## src/rtl/ofm_reader_pkg.sv

```systemverilog
// Shared CNN feature-map definitions: memory depth, byte-lane geometry,
// reader FSM states and the word-to-lanes unpacking helper.
package ofm_reader_pkg;

  localparam int unsigned OFM_DEPTH = 128;
  localparam int unsigned LANES     = 4;
  localparam int unsigned BYTE_W    = 8;

  typedef enum logic [1:0] {
    S_IDLE,
    S_FETCH,
    S_DRAIN,
    S_DONE
  } state_e;

  typedef logic [LANES-1:0][BYTE_W-1:0] lanes_t;

  // Lane 0 carries the most significant byte, matching the OFM writer packing.
  function automatic lanes_t unpack_word(input logic [LANES*BYTE_W-1:0] w);
    lanes_t r;
    for (int unsigned l = 0; l < LANES; l++) begin
      r[l] = w[(LANES-1-l)*BYTE_W +: BYTE_W];
    end
    return r;
  endfunction

endpackage

```

## src/rtl/ofm_reader_skid_fifo2.sv

```systemverilog
// Two-entry shift FIFO of byte-lane words. Entry 0 is always the head, so the
// head stays stable while the consumer stalls.
module skid_fifo2
  import ofm_reader_pkg::*;
#(
  parameter int unsigned LANES_P = LANES,
  parameter int unsigned BW_P    = BYTE_W
) (
  input  logic                          clk_i,
  input  logic                          rst_i,
  input  logic                          push_i,
  input  logic                          pop_i,
  input  logic [LANES_P-1:0][BW_P-1:0]  data_i,
  output logic [LANES_P-1:0][BW_P-1:0]  head_o,
  output logic                          full_o,
  output logic                          empty_o
);

  logic [1:0]                   cnt_q;
  logic [LANES_P-1:0][BW_P-1:0] e0_q;
  logic [LANES_P-1:0][BW_P-1:0] e1_q;
  logic                         do_pop;
  logic                         do_push;
  logic                         wr_hi;

  // Qualify requests; a push lands in entry 1 when entry 0 stays occupied.
  always_comb begin
    do_pop  = pop_i && (cnt_q != 2'd0);
    do_push = push_i && ((cnt_q != 2'd2) || do_pop);
    wr_hi   = (cnt_q == 2'd2) || ((cnt_q == 2'd1) && !do_pop);
  end

  // Shift on pop, then write the incoming word behind whatever remains.
  always_ff @(posedge clk_i) begin
    if (rst_i) begin
      cnt_q <= '0;
      e0_q  <= '0;
      e1_q  <= '0;
    end else begin
      if (do_pop) e0_q <= e1_q;
      if (do_push) begin
        if (wr_hi) e1_q <= data_i;
        else       e0_q <= data_i;
      end
      cnt_q <= cnt_q + {1'b0, do_push} - {1'b0, do_pop};
    end
  end

  assign head_o  = e0_q;
  assign full_o  = (cnt_q == 2'd2);
  assign empty_o = (cnt_q == 2'd0);

endmodule

```

## src/rtl/ofm_reader.sv

```systemverilog
// Feature-map burst reader: issues word reads from a 1-cycle-latency memory,
// unpacks each word into byte lanes and hands them to a valid/ready consumer
// through a 2-entry buffer.
module ofm_reader
  import ofm_reader_pkg::*;
#(
  parameter int unsigned DEPTH = OFM_DEPTH,
  parameter int unsigned AW    = 32
) (
  input  logic          clk,
  input  logic          rst,
  input  logic          start,
  input  logic [AW-1:0] base_addr,
  input  logic [7:0]    word_count,
  output logic [AW-1:0] mem_addr,
  output logic          mem_rd,
  input  logic [31:0]   mem_data,
  output logic [7:0]    rdData [3:0],
  output logic          rd_valid,
  input  logic          rd_ready,
  output logic          busy,
  output logic          done
);

  state_e        state_q;
  logic [AW-1:0] addr_q;
  logic [8:0]    remain_q;
  logic          inflight_q;
  logic          busy_q;
  logic          done_q;

  logic [8:0]    wc_ext;
  logic [8:0]    wc_sat;
  logic [AW-1:0] addr_d;
  lanes_t        mem_lanes;
  lanes_t        fifo_head;
  lanes_t        out_lanes;
  logic          fifo_full;
  logic          fifo_empty;
  logic          fifo_push;
  logic          fifo_pop;
  logic          valid_w;
  logic          will_empty;
  logic          issue;

  // Returning data bypasses the empty buffer so the first word is valid in
  // the cycle mem_data arrives; it is only stored if the consumer stalls.
  always_comb begin
    wc_ext     = {1'b0, word_count};
    wc_sat     = (wc_ext > 9'(DEPTH)) ? 9'(DEPTH) : wc_ext;
    addr_d     = (addr_q == AW'(DEPTH - 1)) ? '0 : addr_q + 1'b1;
    mem_lanes  = unpack_word(mem_data);
    valid_w    = !fifo_empty || inflight_q;
    fifo_pop   = valid_w && rd_ready && !fifo_empty;
    fifo_push  = inflight_q && !(fifo_empty && rd_ready);
    will_empty = (fifo_empty && !fifo_push) ||
                 (!fifo_empty && !fifo_full && fifo_pop && !fifo_push);
    issue      = (state_q == S_FETCH) && (remain_q != '0) && !fifo_full &&
                 !(inflight_q && !fifo_empty);
    out_lanes  = !fifo_empty ? fifo_head : (inflight_q ? mem_lanes : '0);
  end

  // Present the head word as individual byte lanes.
  always_comb begin
    for (int unsigned l = 0; l < LANES; l++) begin
      rdData[l] = out_lanes[l];
    end
  end

  // Burst control FSM with registered status outputs.
  always_ff @(posedge clk) begin
    if (rst) begin
      state_q    <= S_IDLE;
      addr_q     <= '0;
      remain_q   <= '0;
      inflight_q <= 1'b0;
      busy_q     <= 1'b0;
      done_q     <= 1'b0;
    end else begin
      inflight_q <= issue;
      case (state_q)
        S_IDLE: begin
          if (start) begin
            addr_q   <= base_addr % AW'(DEPTH);
            remain_q <= wc_sat;
            if (wc_sat != '0) begin
              state_q <= S_FETCH;
              busy_q  <= 1'b1;
            end else begin
              state_q <= S_DONE;
              done_q  <= 1'b1;
            end
          end
        end
        S_FETCH: begin
          if (issue) begin
            addr_q   <= addr_d;
            remain_q <= remain_q - 1'b1;
            if (remain_q == 9'd1) state_q <= S_DRAIN;
          end
        end
        S_DRAIN: begin
          if (will_empty) begin
            state_q <= S_DONE;
            busy_q  <= 1'b0;
            done_q  <= 1'b1;
          end
        end
        S_DONE: begin
          state_q <= S_IDLE;
          done_q  <= 1'b0;
        end
        default: state_q <= S_IDLE;
      endcase
    end
  end

  skid_fifo2 #(
    .LANES_P(LANES),
    .BW_P   (BYTE_W)
  ) u_fifo (
    .clk_i  (clk),
    .rst_i  (rst),
    .push_i (fifo_push),
    .pop_i  (fifo_pop),
    .data_i (mem_lanes),
    .head_o (fifo_head),
    .full_o (fifo_full),
    .empty_o(fifo_empty)
  );

  assign mem_addr = addr_q;
  assign mem_rd   = issue;
  assign rd_valid = valid_w;
  assign busy     = busy_q;
  assign done     = done_q;

endmodule

```

## config.mk

```make
export PLATFORM = sky130hd
export DESIGN_NAME = ofm_reader
export DESIGN_NICKNAME = d
export VERILOG_FILES = /design/src/rtl/ofm_reader_pkg.sv /design/src/rtl/ofm_reader_skid_fifo2.sv /design/src/rtl/ofm_reader.sv
export SDC_FILE = /design/constraint.sdc
export NUM_CORES = 1
export LEC_CHECK = 0
export ABC_AREA = 1
export BUFFER_PORTS_ARGS = -buffer_cell sky130_fd_sc_hd__clkbuf_2
export CORE_MARGIN = 8
export CORE_UTILIZATION = 57
export CTS_BUF_LIST = sky130_fd_sc_hd__clkbuf_8
export DETAILED_ROUTE_END_ITERATION = 8
export GPL_TIMING_DRIVEN = 1
export PLACE_DENSITY = 0.83
export SETUP_SLACK_MARGIN = 0.15
export SYNTH_ARGS = -nofsm -noshare
export SYNTH_HDL_FRONTEND = slang
export SYNTH_HIERARCHICAL = 1
export SYNTH_SLANG_ARGS = --single-unit
```

## constraint.sdc

```tcl
create_clock -name clk -period 3.3 [get_ports clk]
set_input_delay 0.33 -clock clk [delete_from_list [all_inputs] [get_ports clk]]
set_output_delay 0.33 -clock clk [all_outputs]
set_load 0.1 [all_outputs]
```

**Word-level counts from Yosys, hierarchy flattened**

Index checks and enable logic that the tools add are counted.

- Input bits: 76
- Logic and storage cells: 99
- Output and inout bits: 68
- Bits in registers: 112

- Order comparisons: 1
- Eq/ne operators: 14
- Add/subtract/negate cells: 4
- Multiplexer cells: 27
- Reductions and logical operators: 38

Operators by type and width:

| kind | number |
|---|---|
| $mux 32 | 8 |
| $pmux 32 s2 | 1 |
| $add 32x1->32 const B | 1 |
| $eq 32x7->1 const B | 1 |
| $mux 9 | 2 |
| $pmux 9 s2 | 1 |
| $reduce_bool 9->1 | 2 |
| $logic_and 1x1->1 | 15 |
| $ne 2x2->1 const B | 6 |
| $reduce_and 4->1 | 3 |
| $mux 2 | 5 |
| $eq 9x1->1 const B | 1 |
| $sub 9x1->9 const B | 1 |
| $gt 8x8->1 const B | 1 |
| $mux 8 | 1 |
| $pmux 2 s4 | 1 |
| $eq 2x2->1 const B | 3 |
| $logic_not 1->1 | 6 |
| $mux 1 | 6 |
| $reduce_bool 2->1 | 3 |
| $eq 2x1->1 const B | 2 |
| $logic_not 2->1 | 2 |
| $logic_or 1x1->1 | 4 |
| $pmux 1 s3 | 1 |
| other kinds (7) | 7 |

**Logic depth before layout (Yosys ltp)**

Gate-level depths: netlist (run 1).

- Word-level depth: 11
- Gate-level depth with buffers: 19

**Modules after synthesis**

Netlist (run 1), hierarchy kept.

By module, submodules not included:

| module | cells an instance | area each (µm²) | times used |
|---|---|---|---|
| ofm_reader | 668 | 3777.4 | 1 |
| skid_fifo2 | 477 | 3101.7 | 1 |

**Worst setup path after synthesis (run 1)**

Ideal clock, no wire load.

- Kind: reg2reg
- From: register u_fifo.cnt_q[1]
- To: register u_fifo.cnt_q[1]
- Slack: 0.733 ns
- Arrival time: 2.453 ns
- Cell stages (with the launch flop): 20
- Period minus slack after synthesis: 2.567 ns
- Required time: 3.186 ns
- Cell sequence: dfxtp_1 inv_2 nand2_4 buf_2 inv_1 buf_4 clkbuf_1 nor2_1 buf_6 inv_2 nand3_1 nand2_1 inv_2 buf_2 nand2_1 nand2_1 ha_1 xor2_1 xor2_1 nor2_1

- Cells in the longest elaborated chain, start to end: 10
- Elaborated cells between the ends (all ways): 15
- Those cells by class: add/sub (2); eq/ne (1); reduce/logical (12)

Ends and longest elaborated chain:

| what | RTL line | RTL |
|---|---|---|
| start: declaration | ofm_reader_skid_fifo2.sv:19 | `logic [1:0] cnt_q;` |
| start signal: assignment | ofm_reader_skid_fifo2.sv:45 | `cnt_q <= cnt_q + {1'b0, do_push} - {1'b0, do_pop};` |
| $logic_not 2->1 * | ofm_reader_skid_fifo2.sv:51 | `assign empty_o = (cnt_q == 2'd0);` |
| named net fifo_empty | ofm_reader.sv:39 | `logic fifo_empty;` |
| $logic_not 1->1 * | -- |  |
| $logic_or 1x1->1 | ofm_reader.sv:53 | `valid_w = !fifo_empty \|\| inflight_q;` |
| $logic_and 1x1->1 | ofm_reader.sv:54 | `fifo_pop = valid_w && rd_ready && !fifo_empty;` |
| $logic_and 1x1->1 * | ofm_reader.sv:54 |  |
| named net fifo_pop | ofm_reader.sv:41 | `logic fifo_pop;` |
| $logic_and 1x1->1 * | ofm_reader_skid_fifo2.sv:28 | `do_pop = pop_i && (cnt_q != 2'd0);` |
| $logic_or 1x1->1 | ofm_reader_skid_fifo2.sv:29 | `do_push = push_i && ((cnt_q != 2'd2) \|\| do_pop);` |
| $logic_and 1x1->1 | ofm_reader_skid_fifo2.sv:29 |  |
| $add 2x1->2 | ofm_reader_skid_fifo2.sv:45 |  |
| $sub 2x1->2 * | ofm_reader_skid_fifo2.sv:45 |  |

Mark *: on every way through the listed nets, which the timed path passes. The rest lies on a longest branch.
A chain may end at the register's enable or synchronous reset.

==> impl_metrics.tcl, run 1 <==
set metrics [dict create \
    via_count 7408 \
    hold_path_class "in2reg" \
    critical_path.n_buffers_inverters 2 \
    place_hpwl_mm 12.5 \
    setup.worst_path.class "reg2out" \
    floorplan.initialDensity 0.578 \
    worst_setup_path_startpoint "inflight_q" \
    synth_enable_flop_cells 0 \
    area.growth.synth_to_final_pct 11.4 \
    setup_repair_after_global_routing_missed_its_margin "no" \
    rrSetupSlack_ns 1.07 \
    multiInputGateArea_sq_um 3920 \
    drtPass1Iterations 5 \
    timing.critical_path.slowest_cell_delay_ns 0.71 \
    shortest_clock_period_the_worst_path_allows_after_layout_ns 2.52 \
    die_area_sq_um 15800 \
    gp_routability_congestion 0.905 \
    finalWirelength_mm 18.5 \
    setup.worst_path.end_class "output port" \
    cts_setup_buffers 0 \
    overflow 0 \
    tritoncts "yes" \
    worst_skew_pair.late_latency_ns 0.40 \
    groute.usage.overall 0.230 \
    synth-async-reset-ratio 0 \
    power-per-cell-area_nw_per_um2 712 \
    synth_top_flop_cell "dfxtp_1" \
    crit_fanout 24 \
    max-slew-margin-rel 0.301 \
    floorplan.die.height_microns 126 \
    postSynthCellCount 1145 \
    cts_hold_repair.buffers 0 \
    num-nets-final 1318 \
    clock_sinks 112 \
    endpoint_worst_hold "mem_addr[3]" \
    utilization 0.643 \
    result_of_the_run "completed" \
    diodes 0 \
    die_w_microns 126 \
    start_kind "flip-flop" \
    final.setup.tns_ns 0 \
    synthTopCellsByArea "dfxtp_1 33%, nand2_1 17%, nor2_1 13%, nand3_1 12%, inv_1 5.2%" \
    cts.htree.levels 3 \
    layout-drive-gt1-share 0.149 \
    rr_worst_depth 11 \
    report.final.setup_viol 0 \
    boundaryPins 144 \
    core_area_sq_um 11900 \
    synth_area_leader_cell "dfxtp_1" \
    avgViaCountPerCell 5.35 \
    fmax_ghz 0.397 \
    placement_rows 40 \
    period_share 0.764 \
    netlist_cell_types 36 \
    timing.rr.start "u_fifo/cnt_q[1]" \
    timing.rr.end "u_fifo/head_o[20]" \
    worst_path_max_delay_cell "dfxtp_1" \
    synth_area_sq_um 6880 \
    antenna_violations_before_repair 0 \
    cap_violations 0 \
    finalMaxSlewViolations 0 \
    grt_start_max_net_pins 65 \
    routed_wire_length_per_instance_microns 13.4 \
    worst_slew_pin_slew_ns 1.05 \
    cts.repair.resized 0 \
    p_leak_nw 3.69 \
    postSynthNetCount 1230 \
    number_of_cells_on_the_worst_hold_path 3 \
    report.final.hold_viol_count 0 \
    critical-path-top-delay-family "buffers and inverters" \
    first_iter_violations 567 \
    critPathRequiredTime_ns 2.97 \
    synth_top_cell_area_share 0.326 \
    crit_path_cell_trace "buf_4 -> nand3_1 -> nand2_1 -> clkbuf_2" \
    vdd.ir_drop.worst_v 0.000767 \
    numCtsBuffers 9 \
    finalClockSkew_ns 0.0196 \
    synth.ff_latch_count 112 \
    max-clock-path-buffers 2 \
    place.port_buffers 118 \
    synth_seq_area_share 0.326 \
    num-fill-cells 1179 \
    grt_pass1_wl_mm 31.1 \
    antenna_violating_nets_post_route 0 \
    remaining_drc_errors 0 \
    total_of_warnings_raised_by_yosys 6 \
    cp_data_arrival_time_ns 2.19 \
    layout.area.seq_sq_um 2240 \
    hp-start "base_addr[3]" \
    clk_transition_reported_paths_ns 0.12 \
    synth.avg_cell_area_sq_um 6.01 \
    clk_root_buffer_cell "clkbuf_8" \
    via_count_of_the_first_global_routing_pass 6802 \
]
## sequential cells by signal, summed over array words and instances (netlist names)
register,cells
u_fifo/e1_q,32
inflight_q,1
busy,1
mem_addr,32
u_fifo/cnt_q,2
done,1
remain_q,9
state_q,2
u_fifo/head_o,32
## cells by family (layout without fill, tap and decap cells)
group | count (synthesis) | in the layout | synth area share
AOI/OAI and AO/OA | 75 | 75 | 0.0597
buffers and inverters | 161 | 254 | 0.104
and+or+nand+nor | 782 | 782 | 0.486
DFF | 112 | 112 | 0.326
adders and majority gates | 9 | 9 | 0.0164
xor gates and xnor gates | 6 | 6 | 0.00764
## worst register-to-register path: cells and delay by family (launching register included)
family,cells,cell delay [ns]
buffers and inverters,5,0.94
AOI/OAI and AO/OA,1,0.11
DFF,1,0.44
and+or+nand+nor,5,0.70
## cells in the final DEF (no fill, tap or decap), drive strengths merged, types with 3 or more instances in the layout
master | netlist | final
xor2 | 5 | 5
nand4 | 24 | 24
ha | 9 | 9
nand2 | 326 | 326
nand3 | 164 | 164
clkbuf | 16 | 126
or2 | 3 | 3
nor3 | 13 | 13
a21oi | 23 | 23
buf | 40 | 16
nor2 | 247 | 247
nand3b | 4 | 4
clkinv | 1 | 3
o21ai | 48 | 48
inv | 104 | 108
dfxtp | 112 | 112
## per-stage QoR
step	cells	setup slack [ns]	total power, W	cell area [sq um]	hold slack [ns]
2_1_floorplan	1145	0.733	0.00415	6880	0.401
4_1_cts	1385	0.780	0.00546	7660	0.157
6_report	1385	0.779	0.00546	7660	0.165
3_3_place_gp	1369	1.16	0.00460	7460	0.457
5_1_grt	1385	0.648	0.00581	7660	0.184
3_5_place_dp	1369	1.12	0.00463	7460	0.472
## worst max-delay path by stage
stage,endpoint,slack [ns],cells after the start
floorplan,u_fifo/cnt_q[1],0.73,19
global placement,u_fifo/head_o[9],1.16,10
finish,rdData[19],0.78,4
detailed placement,u_fifo/head_o[10],1.12,10
global route,rdData[12],0.65,8
CTS,rdData[11],0.78,8
## where the power goes
group / internal, W / switching (W)
Combinational: 0.000689 / 0.00225
Clock: 0.000299 / 0.000535
Sequential: 0.00154 / 0.000152
Total: 0.00252 / 0.00293
## routing by layer
metal,global-route usage,part of all wire,vias to the layer above
met1,0.277,0.44,3307
met3,0.0498,0.075,19
li1,-,-,3809
met4,0.0870,0.013,0
met2,0.392,0.47,273
met5,0,0,-
## Yosys cell counts, types with 2 or more instances
cell type,n
o21ai_1,20
nor2_2,5
nor3_1,13
ha_1,9
a21oi_4,2
nand2_2,5
nor2_4,2
clkbuf_1,16
or2_2,3
buf_6,9
nor2_1,240
inv_2,7
nand3_2,2
inv_4,2
nand3b_1,4
xor2_1,5
nand2_4,5
nand2_1,316
buf_1,8
nand4_1,24
buf_2,18
nand3_1,161
dfxtp_1,112
buf_4,5
o21ai_0,27
inv_1,95
a21oi_1,21
## area by class of cell
type | count | share of cell area
Multi-Input combinational cell | 872 | 0.512
Sequential cell | 112 | 0.293
Timing Repair Buffer | 133 | 0.0937
Inverter | 105 | 0.0521
Tap cell | 147 | 0.0240
Clock buffer | 9 | 0.0162
Clock inverter | 7 | 0.00947
Note: power is estimated with default switching activity, not from simulation.
==> run 2: changes to the inputs <==
CORE_UTILIZATION = 52   (was 57)
PLACE_DENSITY = 0.79   (was 0.83)
clock period = 2.3 ns   (was 3.3 ns; I/O delays follow)
==> run 2 against run 1 <==
  * Worst hold slack lost 0.096 ns
  * Count of clock-buffer cells in the layout is the same
  * Design area grew 8.6%
  * Via count grew 2.1%
  * Critical endpoint is now rdData[29]
==> impl_metrics.tcl, run 2 (same netlist as run 1, synthesis figures left out) <==
set metrics [dict create \
    result_of_the_run "completed" \
    worst_setup_path_startpoint "u_fifo/cnt_q[0]" \
    met3WireLength_mm 1.47 \
    floorplan.initialDensity 0.526 \
    numCtsBuffers 9 \
    antenna_violations_before_repair 0 \
    floorplan.die.height_microns 131 \
    final.setup.tns_ns 0 \
    period_share 0.872 \
    groute.usage.overall 0.231 \
    critical-path-top-delay-family "buffers and inverters" \
    remaining_drc_errors 0 \
    vdd.ir_drop.worst_v 0.00101 \
    dr.max_layer_used "met4" \
    via_count 7561 \
    power_w 0.00840 \
    clock_sinks 112 \
    worst_path_max_delay_cell "dfxtp_2" \
    diodes 0 \
    net_switching_fraction_of_the_power 0.515 \
    routed_wire_length_per_instance_microns 13.8 \
    dpl-instance-area_sq_um 8080 \
    die_area_sq_um 17200 \
    cap_violations 0 \
    antenna_violating_nets_post_route 0 \
    place.port_buffers 118 \
    finalWirelength_mm 19.6 \
    num-nets-final 1322 \
    num-fill-cells 1242 \
    max-slew-margin-rel 0.634 \
    cts.htree.levels 3 \
    critical_path.n_buffers_inverters 4 \
    avgViaCountPerCell 5.33 \
    cts_hold_repair.buffers 0 \
    start_kind "flip-flop" \
    timing.rr.start "mem_addr[0]" \
    clk_transition_reported_paths_ns 0.11 \
    power.switching_w 0.00432 \
    area.growth.synth_to_final_pct 21.0 \
    worst_slew_pin_slew_ns 0.552 \
    fmax_ghz 0.498 \
    seq_power_share 0.288 \
    crit_fanout 32 \
    p_leak_nw 3.86 \
    shortest_clock_period_the_worst_path_allows_after_layout_ns 2.01 \
    gp_routability_congestion 0.950 \
    finalMaxSlewViolations 0 \
    wl_met1_mm 8.36 \
    die_w_microns 131 \
    place_hpwl_mm 13.7 \
    setup.worst_path.class "reg2out" \
    grt_start_max_net_pins 65 \
    report.final.hold_viol_count 0 \
    wl_met2_mm 9.36 \
    timing.critical_path.slowest_cell_delay_ns 0.36 \
    layout_commonest_cell "nand2_1" \
    layout-drive-gt1-share 0.161 \
    placement_rows 42 \
    power-per-cell-area_nw_per_um2 1010 \
    final_cell_area_sq_um 8320 \
    report.final.setup_viol 0 \
    first_iter_violations 789 \
    via_count_of_the_first_global_routing_pass 7003 \
    hp-start "base_addr[3]" \
    setup_repair_after_global_routing_missed_its_margin "no" \
    core_area_sq_um 13100 \
    p_comb_frac 0.559 \
    setup.worst_path.end_class "output port" \
    max-clock-path-buffers 2 \
    overflow 0 \
    worst_skew_pair.late_latency_ns 0.40 \
    grt_pass1_wl_mm 32.3 \
    drtPass1Iterations 8 \
    boundaryPins 144 \
    pwr-share-clk 0.154 \
    crit_path_cell_trace "inv_2 -> nand2_4 -> inv_2 -> buf_6 -> nand3_1 -> nand2_1 -> buf_12" \
    finalClockSkew_ns 0.0139 \
    tritoncts "yes" \
    cp_dominant_cell_by_count "inv_2" \
    hold_path_class "in2reg" \
    cp_data_arrival_time_ns 1.78 \
    critPathRequiredTime_ns 2.07 \
    clk_root_buffer_cell "clkbuf_8" \
    layout_common_cells "315 x nand2_1, 239 x nor2_1, 160 x nand3_1" \
    internal_power_contribution_w 0.00408 \
]
==> run 2: tightest hold or removal path, delay by kind of cell <==
family        cells  cell delay [ns]
simple gates      2             0.13
buf+inv           1             0.08
==> run 2: routing by layer <==
| layer | vias to the layer above | GRT usage |
|---|---|---|
| li1 | 3798 | - |
| met1 | 3446 | 0.281 |
| met2 | 284 | 0.394 |
| met3 | 33 | 0.0402 |
| met4 | 0 | 0.0979 |
| met5 | - | 0 |
==> run 2: final cells by class <==
type	count	area [sq um]	area share
Clock buffer	9	124	0.0149
Clock inverter	7	87.6	0.0105
Inverter	105	402	0.0483
Multi-Input combinational cell	872	3950	0.474
Sequential cell	112	2250	0.270
Tap cell	176	220	0.0265
Timing Repair Buffer	137	1290	0.155
==> run 2: what timing repair did <==
item / 4_1_cts / 5_1_grt
hold endpoints to repair: 0 / 0
setup buffers: 0 / 1
pin swaps: 0 / 1
endpoints found under the setup margin: 5 / 32
gates resized for setup: 1 / 3
==> run 2: final timing paths <==
| kind | slack [ns] | to | cells after the start |
|---|---|---|---|
| max | 0.29 | rdData[29] | 7 |
| min | 0.07 | mem_addr[3] | 3 |
| max reg2reg | 0.33 | mem_addr[30] | 10 |
| min reg2reg | 0.49 | done | 2 |
==> run 2: stage by stage <==
stage | cells | setup slack (ns) | utilization | hold WS (ns)
floorplan | 1145 | 0.0904 | - | 0.294
global placement | 1401 | 0.394 | 0.618 | 0.458
detailed placement | 1401 | 0.331 | 0.618 | 0.473
CTS | 1417 | 0.179 | 0.634 | 0.0552
global route | 1418 | 0.176 | 0.636 | 0.0835
finish | 1418 | 0.293 | 0.636 | 0.0689
==> run 2: power groups by stage <==
| stage | combinational [W] | sequential, W | clock, W |
|---|---|---|---|
| 2_1_floorplan | 0.00318 | 0.00282 | 0 |
| 3_3_place_gp | 0.00453 | 0.00245 | 0 |
| 3_5_place_dp | 0.00461 | 0.00245 | 0 |
| 4_1_cts | 0.00463 | 0.00241 | 0.00132 |
| 5_1_grt | 0.00506 | 0.00245 | 0.00137 |
| 6_report | 0.00469 | 0.00242 | 0.00129 |
==> run 3: changes to the inputs <==
clock period = 1.82 ns   (was 2.3 ns; I/O delays follow)
==> run 3 against run 2 <==
  * The run now ends with negative setup slack left
  * Count of clock-buffer cells in the layout unchanged
  * Clock power is 31% higher
  * Die area unchanged
  * Power is 73% higher
  * Final cell count rose by 5.1%
  * Flip-flop and latch count unchanged
  * Global-route usage is 2.9 points higher
  * Setup slack got worse by 0.57 ns
  * Utilization up 18 points
  * Largest cell class unchanged
==> impl_metrics.tcl, run 3 (same netlist as run 1, synthesis figures left out) <==
set metrics [dict create \
    timing.final.ws_setup_ns -0.275 \
    finalWirelength_mm 29.5 \
    clk_root_buffer_cell "clkbuf_8" \
    remaining_drc_errors 0 \
    via_count_of_the_first_global_routing_pass 7461 \
    result_of_the_run "finished with violations" \
    place_hpwl_mm 14.6 \
    antenna_violating_nets_post_route 0 \
    vdd.ir_drop.worst_v 0.00168 \
    cts.htree.levels 3 \
    avgViaCountPerCell 6.13 \
    layout_common_cells "240 x nand2_1, 193 x nor2_1, 124 x nand3_1" \
    worst_slew_pin_slew_ns 0.553 \
    via_count 9134 \
    area.growth.synth_to_final_pct 54.6 \
    layout_commonest_cell "nand2_1" \
    core_area_sq_um 13100 \
    hold_path_class "in2reg" \
    place.port_buffers 118 \
    timing.hold.ws_ns 0.0242 \
    num-nets-final 1394 \
    max-slew-margin-rel 0.630 \
    die_area_sq_um 17200 \
    gp_routability_congestion 0.927 \
    cp_data_arrival_time_ns 2.44 \
    finalMaxSlewViolations 0 \
    numCtsBuffers 9 \
    layout-drive-gt1-share 0.386 \
    tritoncts "yes" \
    setup.worst_path.end_class "flip-flop" \
    placement_rows 42 \
    die_w_microns 131 \
    p_leak_nw 4.81 \
    report.final.hold_viol_count 0 \
    clk_transition_reported_paths_ns 0.14 \
    setup.worst_path.class "reg2reg" \
    clock_sinks 112 \
    crit_fanout 3 \
    critPathRequiredTime_ns 2.16 \
    max-clock-path-buffers 2 \
    fmax_ghz 0.477 \
    drtPass1Iterations 9 \
    grt_start_max_net_pins 65 \
    floorplan.die.height_microns 131 \
    period_share 1.15 \
    overflow 0 \
    groute.usage.overall 0.260 \
    hp-start "mem_data[27]" \
    boundaryPins 144 \
    finalClockSkew_ns 0.0179 \
    shortest_clock_period_the_worst_path_allows_after_layout_ns 2.09 \
    setup_repair_after_global_routing_missed_its_margin "yes" \
    worst_setup_path_startpoint "mem_addr[0]" \
    diodes 0 \
    floorplan.initialDensity 0.526 \
    cap_violations 0 \
    report.final.setup_viol 116 \
    start_kind "flip-flop" \
    first_iter_violations 1225 \
    cts_hold_repair.buffers 0 \
    routed_wire_length_per_instance_microns 19.8 \
    antenna_violations_before_repair 0 \
    failed_checks "negative setup slack" \
    final.setup.tns_ns -5.69 \
    grt_pass1_wl_mm 35.9 \
    pre_cts_ws_ns -0.0452 \
    timing.rr.start "mem_addr[0]" \
    power-per-cell-area_nw_per_um2 1370 \
    worst_skew_pair.late_latency_ns 0.42 \
]
run 3: metrics by stage:
stage	utilization	instances	power (W)	instance area (sq um)
detailed placement	0.670	1426	0.00967	8760
finish	0.813	1490	0.0145	10600
CTS	0.726	1464	0.0128	9500
floorplan	-	1145	0.00789	7420
global route	0.813	1490	0.0151	10600
global placement	0.670	1426	0.00955	8760
run 3: area by class of cell:
| type | instances | area, sq um |
|---|---|---|
| timing repair buffer | 208 | 2300 |
| clock buffer | 9 | 124 |
| tap | 176 | 220 |
| clock inverter | 7 | 86.3 |
| inverter | 105 | 440 |
| sequential | 112 | 2330 |
| fill | 759 | 2450 |
| multi-input combinational | 873 | 5140 |
run 3: worst max-delay path, cell delays in order, from the launching register on:
cell and delay, ns:
dfxtp_4 0.38, ha_4 0.14, nand2_2 0.09, nor2_2 0.14
inv_1 0.09, buf_4 0.14, nor2_1 0.43, nand3_1 0.24
o21ai_2 0.20, nand3_2 0.08, nor2_1 0.08
run 3: metal layers:
layer	routed length [microns]	GRT usage	vias to the layer above
met4	2200	0.129	0
met5	0	0	-
met2	13700	0.448	760
li1	-	-	3978
met1	10300	0.314	4153
met3	3290	0.0313	243
run 3: path summary, 6_finish.rpt:
check,slack [ns],depth (start not counted),to
setup / recovery,-0.27,10,mem_addr[14]
hold reg to reg,0.50,2,u_fifo/e1_q[22]
hold / removal,0.02,3,u_fifo/head_o[3]
setup reg to reg,-0.27,10,mem_addr[14]
run 3: timing repair:
item,in CTS,in global routing
pin swaps,11,66
setup buffers,16,13
gates resized for setup,67,200
gates cloned,6,13
hold endpoints to repair,0,0
endpoints found under the setup margin,95,144
run 3: report_power, final:
group          total [W]  internal (W)  switching, W
Combinational    0.00967       0.00384       0.00583
Clock            0.00169      0.000667       0.00102
Sequential       0.00319       0.00283      0.000360
Total             0.0145       0.00733       0.00721
